$ cat config.mk
export PLATFORM = sky130hd
export DESIGN_NAME = cnn_param_loader_flat
export DESIGN_NICKNAME = d
export VERILOG_FILES = /design/src/rtl/cnn_param_loader_pkg.sv /design/src/rtl/cnn_param_loader_if.sv /design/src/rtl/cnn_param_loader.sv /design/src/flat_wrapper.sv
export SDC_FILE = /design/constraint.sdc
export NUM_CORES = 1
export LEC_CHECK = 0
export BUFFER_PORTS_ARGS = -buffer_cell sky130_fd_sc_hd__buf_4
export CORE_UTILIZATION = 30
export CTS_BUF_LIST = sky130_fd_sc_hd__clkbuf_4 sky130_fd_sc_hd__clkbuf_8
export DETAILED_ROUTE_END_ITERATION = 16
export PLACE_DENSITY_LB_ADDON = 0.1
export SETUP_SLACK_MARGIN = 0.5
export SKIP_LAST_GASP = 1
export SLEW_MARGIN = 20
export SYNTH_ARGS = -nofsm -noshare
export SYNTH_HDL_FRONTEND = slang
export SYNTH_SLANG_ARGS = --single-unit
$ cat constraint.sdc
create_clock -name clk -period 4.4 [get_ports clk]
set_clock_uncertainty 0.05 [all_clocks]
set_input_delay 0.88 -clock clk [delete_from_list [all_inputs] [get_ports clk]]
set_output_delay 0.88 -clock clk [all_outputs]
set_load 0.05 [all_outputs]
$ cat src/rtl/cnn_param_loader_pkg.sv
// Shared types and constants for the CNN coefficient loader: segment map,
// FSM states and bus widths.
package cnn_param_pkg;

  localparam int unsigned DW     = 24;
  localparam int unsigned LD_W   = 32;
  localparam int unsigned ADDR_W = 10;
  localparam int unsigned WEN_W  = 8;
  localparam int unsigned SEG_W  = 3;

  localparam int unsigned N_L1W = 36;
  localparam int unsigned N_L1B = 4;
  localparam int unsigned N_L2W = 144;
  localparam int unsigned N_L2B = 4;
  localparam int unsigned N_VW  = 768;
  localparam int unsigned N_VB  = 6;

  // Idle cycles between the final write and releasing the CNN reset
  localparam int unsigned FLUSH_CYC = 2;

  typedef enum logic [SEG_W-1:0] {
    SEG_L1W, SEG_L1B, SEG_L2W1, SEG_L2B1, SEG_L2W2, SEG_L2B2, SEG_VW, SEG_VB
  } seg_e;

  typedef enum logic [1:0] {ST_IDLE, ST_LOAD, ST_FLUSH, ST_DONE} state_e;

  localparam int unsigned WEN_L1W  = 0;
  localparam int unsigned WEN_L1B  = 1;
  localparam int unsigned WEN_L2W1 = 2;
  localparam int unsigned WEN_L2B1 = 3;
  localparam int unsigned WEN_L2W2 = 4;
  localparam int unsigned WEN_L2B2 = 5;
  localparam int unsigned WEN_VW   = 6;
  localparam int unsigned WEN_VB   = 7;

  localparam logic [ADDR_W-1:0] SEG_LEN [8] = '{
    ADDR_W'(N_L1W), ADDR_W'(N_L1B), ADDR_W'(N_L2W), ADDR_W'(N_L2B),
    ADDR_W'(N_L2W), ADDR_W'(N_L2B), ADDR_W'(N_VW),  ADDR_W'(N_VB)
  };

  function automatic logic [ADDR_W-1:0] seg_len(seg_e s);
    return SEG_LEN[s];
  endfunction

endpackage

$ cat src/rtl/cnn_param_loader_if.sv
// Coefficient word stream: valid/ready handshake from the config source.
interface cnn_param_loader_if;
  import cnn_param_pkg::*;

  logic            ld_valid;
  logic [LD_W-1:0] ld_data;
  logic            ld_ready;

  modport master (output ld_valid, output ld_data, input ld_ready);
  modport slave  (input ld_valid, input ld_data, output ld_ready);
endinterface

$ cat src/rtl/cnn_param_loader.sv
// Streams coefficient words into the CNN_tdm_top memories in fixed segment
// order and holds the CNN in reset until the last write has landed.
module cnn_param_loader
  import cnn_param_pkg::*;
(
  input  logic                 clk,
  input  logic                 rst_n,
  input  logic                 start,
  cnn_param_loader_if.slave    ld,
  output logic [WEN_W-1:0]     wen,
  output logic [ADDR_W-1:0]    addr,
  output logic [DW-1:0]        wdata,
  output logic [SEG_W-1:0]     seg,
  output logic                 busy,
  output logic                 done,
  output logic                 cnn_rstn
);

  state_e            state;
  seg_e              seg_q;
  logic [ADDR_W-1:0] addr_cnt;
  logic [1:0]        flush_cnt;
  logic              ld_ready_q;
  logic              accept;
  logic              seg_end;
  logic              unused_ld_hi;

  assign ld.ld_ready  = ld_ready_q;
  assign seg          = SEG_W'(seg_q);
  assign accept       = (state == ST_LOAD) && ld_ready_q && ld.ld_valid;
  assign seg_end      = (addr_cnt == (seg_len(seg_q) - ADDR_W'(1)));
  assign unused_ld_hi = ^ld.ld_data[LD_W-1:DW];

  // Loader FSM; every output is a register updated here
  always_ff @(posedge clk) begin
    if (!rst_n) begin
      state      <= ST_IDLE;
      seg_q      <= SEG_L1W;
      addr_cnt   <= '0;
      flush_cnt  <= '0;
      ld_ready_q <= 1'b0;
      wen        <= '0;
      addr       <= '0;
      wdata      <= '0;
      busy       <= 1'b0;
      done       <= 1'b0;
      cnn_rstn   <= 1'b0;
    end else begin
      wen <= '0;
      case (state)
        ST_IDLE, ST_DONE: begin
          if (start) begin
            state      <= ST_LOAD;
            seg_q      <= SEG_L1W;
            addr_cnt   <= '0;
            ld_ready_q <= 1'b1;
            busy       <= 1'b1;
            done       <= 1'b0;
            cnn_rstn   <= 1'b0;
          end
        end
        ST_LOAD: begin
          if (accept) begin
            wen   <= WEN_W'(1) << seg_q;
            addr  <= addr_cnt;
            wdata <= ld.ld_data[DW-1:0];
            if (seg_end) begin
              addr_cnt <= '0;
              // SEG holds at VB once the final segment completes
              if (seg_q == SEG_VB) begin
                state      <= ST_FLUSH;
                ld_ready_q <= 1'b0;
                flush_cnt  <= '0;
              end else begin
                seg_q <= seg_e'(SEG_W'(seg_q) + SEG_W'(1));
              end
            end else begin
              addr_cnt <= addr_cnt + ADDR_W'(1);
            end
          end
        end
        ST_FLUSH: begin
          if (flush_cnt == 2'(FLUSH_CYC)) begin
            state    <= ST_DONE;
            busy     <= 1'b0;
            done     <= 1'b1;
            cnn_rstn <= 1'b1;
          end else begin
            flush_cnt <= flush_cnt + 2'd1;
          end
        end
        default: state <= ST_IDLE;
      endcase
    end
  end

endmodule

$ cat src/flat_wrapper.sv
// flat-port wrapper written by rule: the top's interface ports become plain ports
module cnn_param_loader_flat import cnn_param_pkg::*;
  (clk, rst_n, start, wen, addr, wdata, seg, busy, done, cnn_rstn, ld_ld_valid, ld_ld_data, ld_ld_ready);
  cnn_param_loader_if ld_i ();
  input  logic clk;
  input  logic rst_n;
  input  logic start;
  output logic [WEN_W-1:0] wen;
  output logic [ADDR_W-1:0] addr;
  output logic [DW-1:0] wdata;
  output logic [SEG_W-1:0] seg;
  output logic busy;
  output logic done;
  output logic cnn_rstn;
  input wire logic [$bits(ld_i.ld_valid)-1:0] ld_ld_valid;
  input wire logic [$bits(ld_i.ld_data)-1:0] ld_ld_data;
  output wire logic [$bits(ld_i.ld_ready)-1:0] ld_ld_ready;
  assign ld_i.ld_valid = ld_ld_valid;
  assign ld_i.ld_data = ld_ld_data;
  assign ld_ld_ready = ld_i.ld_ready;
  cnn_param_loader u_core (.clk(clk), .rst_n(rst_n), .start(start), .ld(ld_i), .wen(wen), .addr(addr), .wdata(wdata), .seg(seg), .busy(busy), .done(done), .cnn_rstn(cnn_rstn));
endmodule
==> results of run 1 <==
## worst paths after layout
check / to / cells past startpoint / from
setup / recovery: u_core.state[1] / 10 / u_core.seg[2]
hold / removal: u_core.wdata[9] / 2 / u_core.wdata[9]
setup reg to reg: u_core.state[1] / 10 / u_core.seg[2]
hold reg to reg: u_core.wdata[9] / 2 / u_core.wdata[9]
## registers in the layout, summed over array words and instances (netlist names)
register,flops
u_core.busy,1
u_core.state,2
u_core.wen,8
u_core.wdata,24
u_core.seg,3
u_core.done,1
u_core.flush_cnt,2
u_core.addr_cnt,10
u_core.ld.ld_ready,1
u_core.addr,10
## cell families after synthesis
family	Yosys count	synth area share [%]
multiplexers	3	1.05
AND/OR/NAND/NOR	164	25.8
adder cells (fa/ha/maj)	14	5.68
AO/OA/AOI/OAI	72	17.3
flip-flops	62	40.2
buffers and inverters	32	4.34
XOR/XNOR	19	5.64
## layout by cell type (no fill, tap or decap), types with 2 or more instances in the layout
cell        instances
a211oi_2            2
xnor2_1            10
nand2_1            95
nor3b_1             2
nor2_1             13
and4_1              4
dfxtp_1            62
nor3_1              5
and2_1              8
mux2_2              2
o211ai_1            5
buf_4              78
a21boi_0           35
nand4_1             6
o21ai_0             3
nand3b_1            2
ha_1               14
nor2b_1             7
inv_1              12
nand2b_1            3
o22ai_1             2
clkbuf_8           10
xor2_1              8
a41oi_1             2
clkinvlp_4          3
nand3_1             9
a21oi_1            14
## per-stage QoR
| stage | setup WS (ns) | utilization, % | power (mW) | hold WS [ns] |
|---|---|---|---|---|
| after floorplan | 1.08 | - | 0.941 | 0.424 |
| after global placement | 0.940 | 38.0 | 1.06 | 0.402 |
| after detailed placement | 0.877 | 38.0 | 1.07 | 0.408 |
| after CTS | 0.830 | 40.1 | 1.60 | 0.418 |
| after global routing | 0.511 | 40.2 | 1.67 | 0.435 |
| final | 0.865 | 40.2 | 1.57 | 0.415 |
## report_power, final
part	switching [mW]	total [mW]	internal [mW]
Clock	0.242	0.522	0.280
Sequential	0.0300	0.625	0.595
Combinational	0.286	0.427	0.140
Total	0.558	1.57	1.02
## metal layers
layer	vias up	wire length [um]	part of all wire, %	track usage [%]
met3	7	379	5.1	4.50
met4	0	70	0.94	5.31
met1	1248	3560	48	18.7
li1	1369	-	-	-
met5	-	0	0	0
met2	59	3440	46	22.5
## tightest hold or removal path, delay by kind of cell (launching register included)
family	cells	cell delay (ns)
AOI/OAI and AO/OA	1	0.06
DFF	1	0.31
and+or+nand+nor	1	0.05
## layout make-up
type / instances / share of cell area (%)
multi-input combinational: 272 / 43.3
timing repair buffer: 78 / 14.8
clock inverter: 6 / 1.77
tap: 133 / 4.20
sequential: 62 / 31.3
clock buffer: 10 / 3.47
inverter: 12 / 1.14
## timing repair
item / in CTS / in global routing
resized for setup: 0 / 1
setup buffers: 0 / 0
endpoints found under the hold margin: 0 / 0
endpoints found under the setup margin: 0 / 4
==> metrics.yaml, run 1 <==
global_route:
  grt_overflow: 0
  grt_max_degree: 54
  track_usage_pct: 14.4
  grt_pass1_vias: 2401
  antenna_found_initial: 0
  grt_pass1_wl_um: 11700
floorplan:
  start_util_pct: 31.3
  rows: 36
  coreArea_um2: 9860
  die_h_um: 103
  die-area_um2: 10700
  fp.dieW_um: 103
  io_pins: 85
sta:
  slew_viol_final: 0
  tightest_slew_ns: 0.571
  max_freq_ghz: 0.283
  fin_crit_ns: 3.54
  setup_viol: 0
  finalSetupTns_ns: 0
  slew_headroom_pct: 61.8
  min_period_over_period_pct: 80.3
  grt_setup_unrepaired: "false"
  hold_violations: 0
logic_synthesis:
  yosys.cell_count.top_type: "nand2_1"
  synth-edff-count: 0
  yosysTopAreaCellShare_pct: 40.2
  synth_flop_cell: "dfxtp_1"
  syn_nets: 416
  synth_common_cells: "95 x nand2_1, 62 x dfxtp_1, 35 x a21boi_0"
  avgSynthCellArea_um2: 8.43
  netlist_area_um2: 3080
  ys_seq_area_share_pct: 40.2
  synth.area.top_cells: "dfxtp_1 40%, nand2_1 12%, a21boi_0 8.5%, ha_1 5.7%, xnor2_1 2.8%"
  synth.distinct_cells: 50
  yosys.area.top_type: "dfxtp_1"
  syn_inst: 366
  yosysWarnings: 0
  ys_async_sr_fraction_pct: 0
  ys_seq_elements: 62
critical_path:
  crit_type: "flop to flop"
  arrival_ns: 3.70
  end_kind: "flop"
  slowest_stage: "dfxtp_1"
  cp_cell_sequence: "ha_1 -> inv_1 -> ha_1 -> ha_1 -> nor2b_1 -> o21ai_0 -> o211ai_1 -> or3_4 -> nor4_4 -> o211ai_1"
  worst-path-max-fanout: 18
  crit_path_max_incr_delay_ns: 0.67
  cpMostUsedCell: "ha_1"
  path_buf_inv: 1
  cp-start-kind: "flop"
  reg2reg_slack_ns: 0.86
  crit_required_ns: 4.56
  path_delay_family: "adder cells"
place:
  place_inst: 557
  hpwl_um: 5120
  place_area_um2: 3750
  portBuffers: 76
  place_congestion: 0.796
cells_and_area:
  multiInputGateArea_um2: 1720
  drive_above_1_share_pct: 25.0
  stdcell_area_um2: 3960
  final-seq-area_um2: 1240
  fillers: 1033
  fin_nets: 485
  layoutNonFillerInstCount: 573
  antennaDiodeCount: 0
  area_delta_synth_final_pct: 28.4
clock_network:
  cts_hold_buf: 0
  cts_buffers: 9
  clock_sinks: 62
  clkTransAtPathRegs_ns: 0.08
  htree_levels: 3
  cts_root_buf: "clkbuf_8"
  clkLatencyLatePin_ns: 0.34
  cts_buffer_depth: 2
  cts_tree: "done"
detailed_routing:
  drt_first_pass_iters: 4
  wl_um: 7440
  drtIter0Drc: 89
  vias_per_cell: 4.68
  dr_total_vias: 2683
  drc_errors: 0
  antenna_left: 0
  wl_per_cell_um: 13.0
pwr:
  p_leak_nw: 1.52
  power_density_nw_per_um2: 397
  vdd_drop_max_mv: 0.114
run:
  drv_cap: 0
status:
  outcome: "completed"
worst_hold_path:
  min_path_type: "flop to flop"
No activity file was read; power rests on OpenSTA's default activity.
==> run 2: changes to the inputs <==
--- a/config.mk
+++ b/config.mk
@@ -5,6 +5,7 @@
 export SDC_FILE = /design/constraint.sdc
 export NUM_CORES = 1
 export LEC_CHECK = 0
+export ABC_AREA = 1
 export BUFFER_PORTS_ARGS = -buffer_cell sky130_fd_sc_hd__buf_4
 export CORE_UTILIZATION = 30
 export CTS_BUF_LIST = sky130_fd_sc_hd__clkbuf_4 sky130_fd_sc_hd__clkbuf_8
==> constraint.sdc (replaced) <==
create_clock -name clk -period 3.6 [get_ports clk]
set_clock_uncertainty 0.05 [all_clocks]
set_input_delay 0.72 -clock clk [delete_from_list [all_inputs] [get_ports clk]]
set_output_delay 0.72 -clock clk [all_outputs]
set_load 0.05 [all_outputs]
==> metrics.yaml, run 2 <==
status:
  outcome: "completed"
place:
  post-place-ws_ns: 0.633
  hpwl_um: 4710
  portBuffers: 76
  place_congestion: 0.768
floorplan:
  coreArea_um2: 9240
  start_util_pct: 31.0
  io_pins: 85
  die-area_um2: 9930
  die_h_um: 99.6
  rows: 35
  fp.dieW_um: 99.6
logic_synthesis:
  ys_seq_elements: 62
  synth_flop_cell: "dfxtp_1"
  netlist_area_um2: 2860
  yosys.cell_count.top_type: "nor2_1"
  synth.distinct_cells: 32
  syn_inst: 380
  synth_fa_ha_area_share_pct: 6.12
  yosysTopAreaCellShare_pct: 43.4
  yosysWarnings: 0
  synth.area.top_cells: "dfxtp_1 43%, nor2_1 11%, nand2_1 7.7%, o21ai_0 6.5%, ha_1 6.1%"
  synthSimpleGateAreaFrac_pct: 30.1
  synth_mux_area_share_pct: 0
  avgSynthCellArea_um2: 7.53
  synth_top_family_by_area: "simple AND/OR/NAND/NOR gates"
  syn_nets: 430
  ys_async_sr_fraction_pct: 0
  synth_common_cells: "86 x nor2_1, 62 x dfxtp_1, 59 x nand2_1"
  yosys.area.top_type: "dfxtp_1"
  ys_seq_area_share_pct: 43.4
  synth-edff-count: 0
  synth_xor_xnor_area_share_pct: 2.14
  synth_compound_area_share_pct: 10.5
cells_and_area:
  area_delta_synth_final_pct: 32.2
  largest_reg_flops: 24
  final-seq-area_um2: 1240
  antennaDiodeCount: 0
  layout_common_cells: "86 x nor2_1, 79 x buf_4, 60 x dfxtp_1"
  fin_nets: 508
  reg_top3: "u_core.wdata: 24 flops, u_core.addr: 10 flops, u_core.addr_cnt: 10 flops"
  drive_above_1_share_pct: 26.8
  multiInputGateArea_um2: 1400
  layout_commonest_cell: "nor2_1"
  fillers: 966
  regMostFlops: "u_core.wdata"
critical_path:
  path_buf_inv: 3
  crit_path_max_incr_delay_ns: 0.40
  end_kind: "flop"
  slowest_stage: "dfxtp_2"
  arrival_ns: 3.01
  cp_cell_sequence: "inv_1 -> ha_1 -> o21ai_1 -> inv_1 -> ha_1 -> ha_1 -> inv_1 -> nand2_1 -> nand3_1 -> nor2_1 -> nand3_1 -> nor2_1 -> nand3_2 -> nand2_4 -> nand2_1 -> nand2_2 -> nor2_1"
  path_delay_family: "simple AND/OR/NAND/NOR gates"
  crit_required_ns: 3.77
  crit_type: "flop to flop"
  worst-path-max-fanout: 10
  cp-start-kind: "flop"
pwr:
  power_density_nw_per_um2: 601
  total_power_mw: 2.27
  p_leak_nw: 1.78
  vdd_drop_max_mv: 0.227
sta:
  slew_headroom_pct: 74.0
  max_freq_ghz: 0.352
  finalSetupTns_ns: 0
  slew_viol_final: 0
  setup_slack_ns: 0.761
  tightest_slew_ns: 0.390
  hold_violations: 0
  fin_crit_ns: 2.84
  min_period_over_period_pct: 78.8
  setup_viol: 0
  grt_setup_unrepaired: "false"
global_route:
  grt_overflow: 0
  grt_max_degree: 45
  antenna_found_initial: 0
  track_usage_pct: 14.3
  grt_pass1_wl_um: 11200
  grt_pass1_vias: 2491
run:
  drv_cap: 0
clock_network:
  clock_sinks: 62
  cts_tree: "done"
  cts_buffer_depth: 2
  cts_root_buf: "clkbuf_8"
  cts_buffers: 9
  cts_hold_buf: 0
  htree_levels: 3
  clkTransAtPathRegs_ns: 0.07
  clkLatencyLatePin_ns: 0.34
detailed_routing:
  antenna_left: 0
  drt_first_pass_iters: 4
  vias_per_cell: 4.32
  wl_um: 6620
  wl_per_cell_um: 11.2
  drtIter0Drc: 104
  dr_total_vias: 2558
  drc_errors: 0
worst_hold_path:
  min_path_type: "flop to flop"
==> run 2: cell count changes in the layout (fill, tap and decap cells not counted), sizes merged, moves of 5 or more <==
| cell | before | now |
|---|---|---|
| a21boi | 36 | 0 |
| and2 | 8 | 0 |
| and4 | 5 | 0 |
| inv | 13 | 41 |
| nand2 | 95 | 66 |
| nand3 | 9 | 17 |
| nor2 | 13 | 94 |
| nor2b | 7 | 0 |
| o211ai | 5 | 0 |
| o21ai | 4 | 39 |
| xnor2 | 11 | 0 |
==> run 2: cell type report <==
type	instances	share of cell area, %
sequential	62	32.9
timing repair buffer	79	15.7
multi-input combinational	264	37.1
clock inverter	6	2.28
inverter	42	4.30
tap	129	4.27
clock buffer	10	3.48
==> run 2: final timing paths <==
check | slack, ns | end | cells past startpoint | startpoint
worst max-delay path | 0.76 | u_core.addr_cnt[6] | 17 | u_core.seg[0]
worst min-delay path | 0.42 | u_core.busy | 2 | u_core.busy
worst max register to register | 0.76 | u_core.addr_cnt[6] | 17 | u_core.seg[0]
worst min register to register | 0.42 | u_core.busy | 2 | u_core.busy
==> run 2: worst min-delay path, cell delays in order, from the launching register on <==
cell and delay [ns]:
dfxtp_1 0.31, inv_1 0.05, a211oi_1 0.06
==> run 2: cells by family after synthesis <==
logic type | Yosys count
DFF | 62
buffers and inverters | 54
xor gates and xnor gates | 7
and+or+nand+nor | 185
adders and majority gates | 14
AOI/OAI and AO/OA | 58
==> run 2: per-stage QoR <==
step                utilization [%]  instance area, um2  cells  hold WS [ns]
floorplan                         -                2860    380         0.426
global placement               38.5                3560    576         0.403
detailed placement             38.5                3560    576         0.416
CTS                            40.9                3770    592         0.426
global route                   40.9                3780    592         0.449
finish                         40.9                3780    592         0.417
==> run 2: layer usage <==
metal  GRT usage [%]  vias up  share of wire (%)
li1                -     1359                  -
met1            17.6     1122                 49
met2            22.6       72                 42
met3            5.62        5                7.5
met4            5.43        0                1.4
met5               0        -                  0
==> run 2: report_power, final <==
part,internal [mW],switching [mW],leakage [nW],total (mW)
clock network,0.396,0.282,0.110,0.678
logic,0.241,0.545,1.16,0.786
registers,0.762,0.0473,0.503,0.809
total,1.40,0.874,1.78,2.27
==> run 2: what timing repair did <==
item / in CTS / in global routing
setup endpoints to repair: 0 / 17
setup buffers: 0 / 0
gates resized for setup: 0 / 3
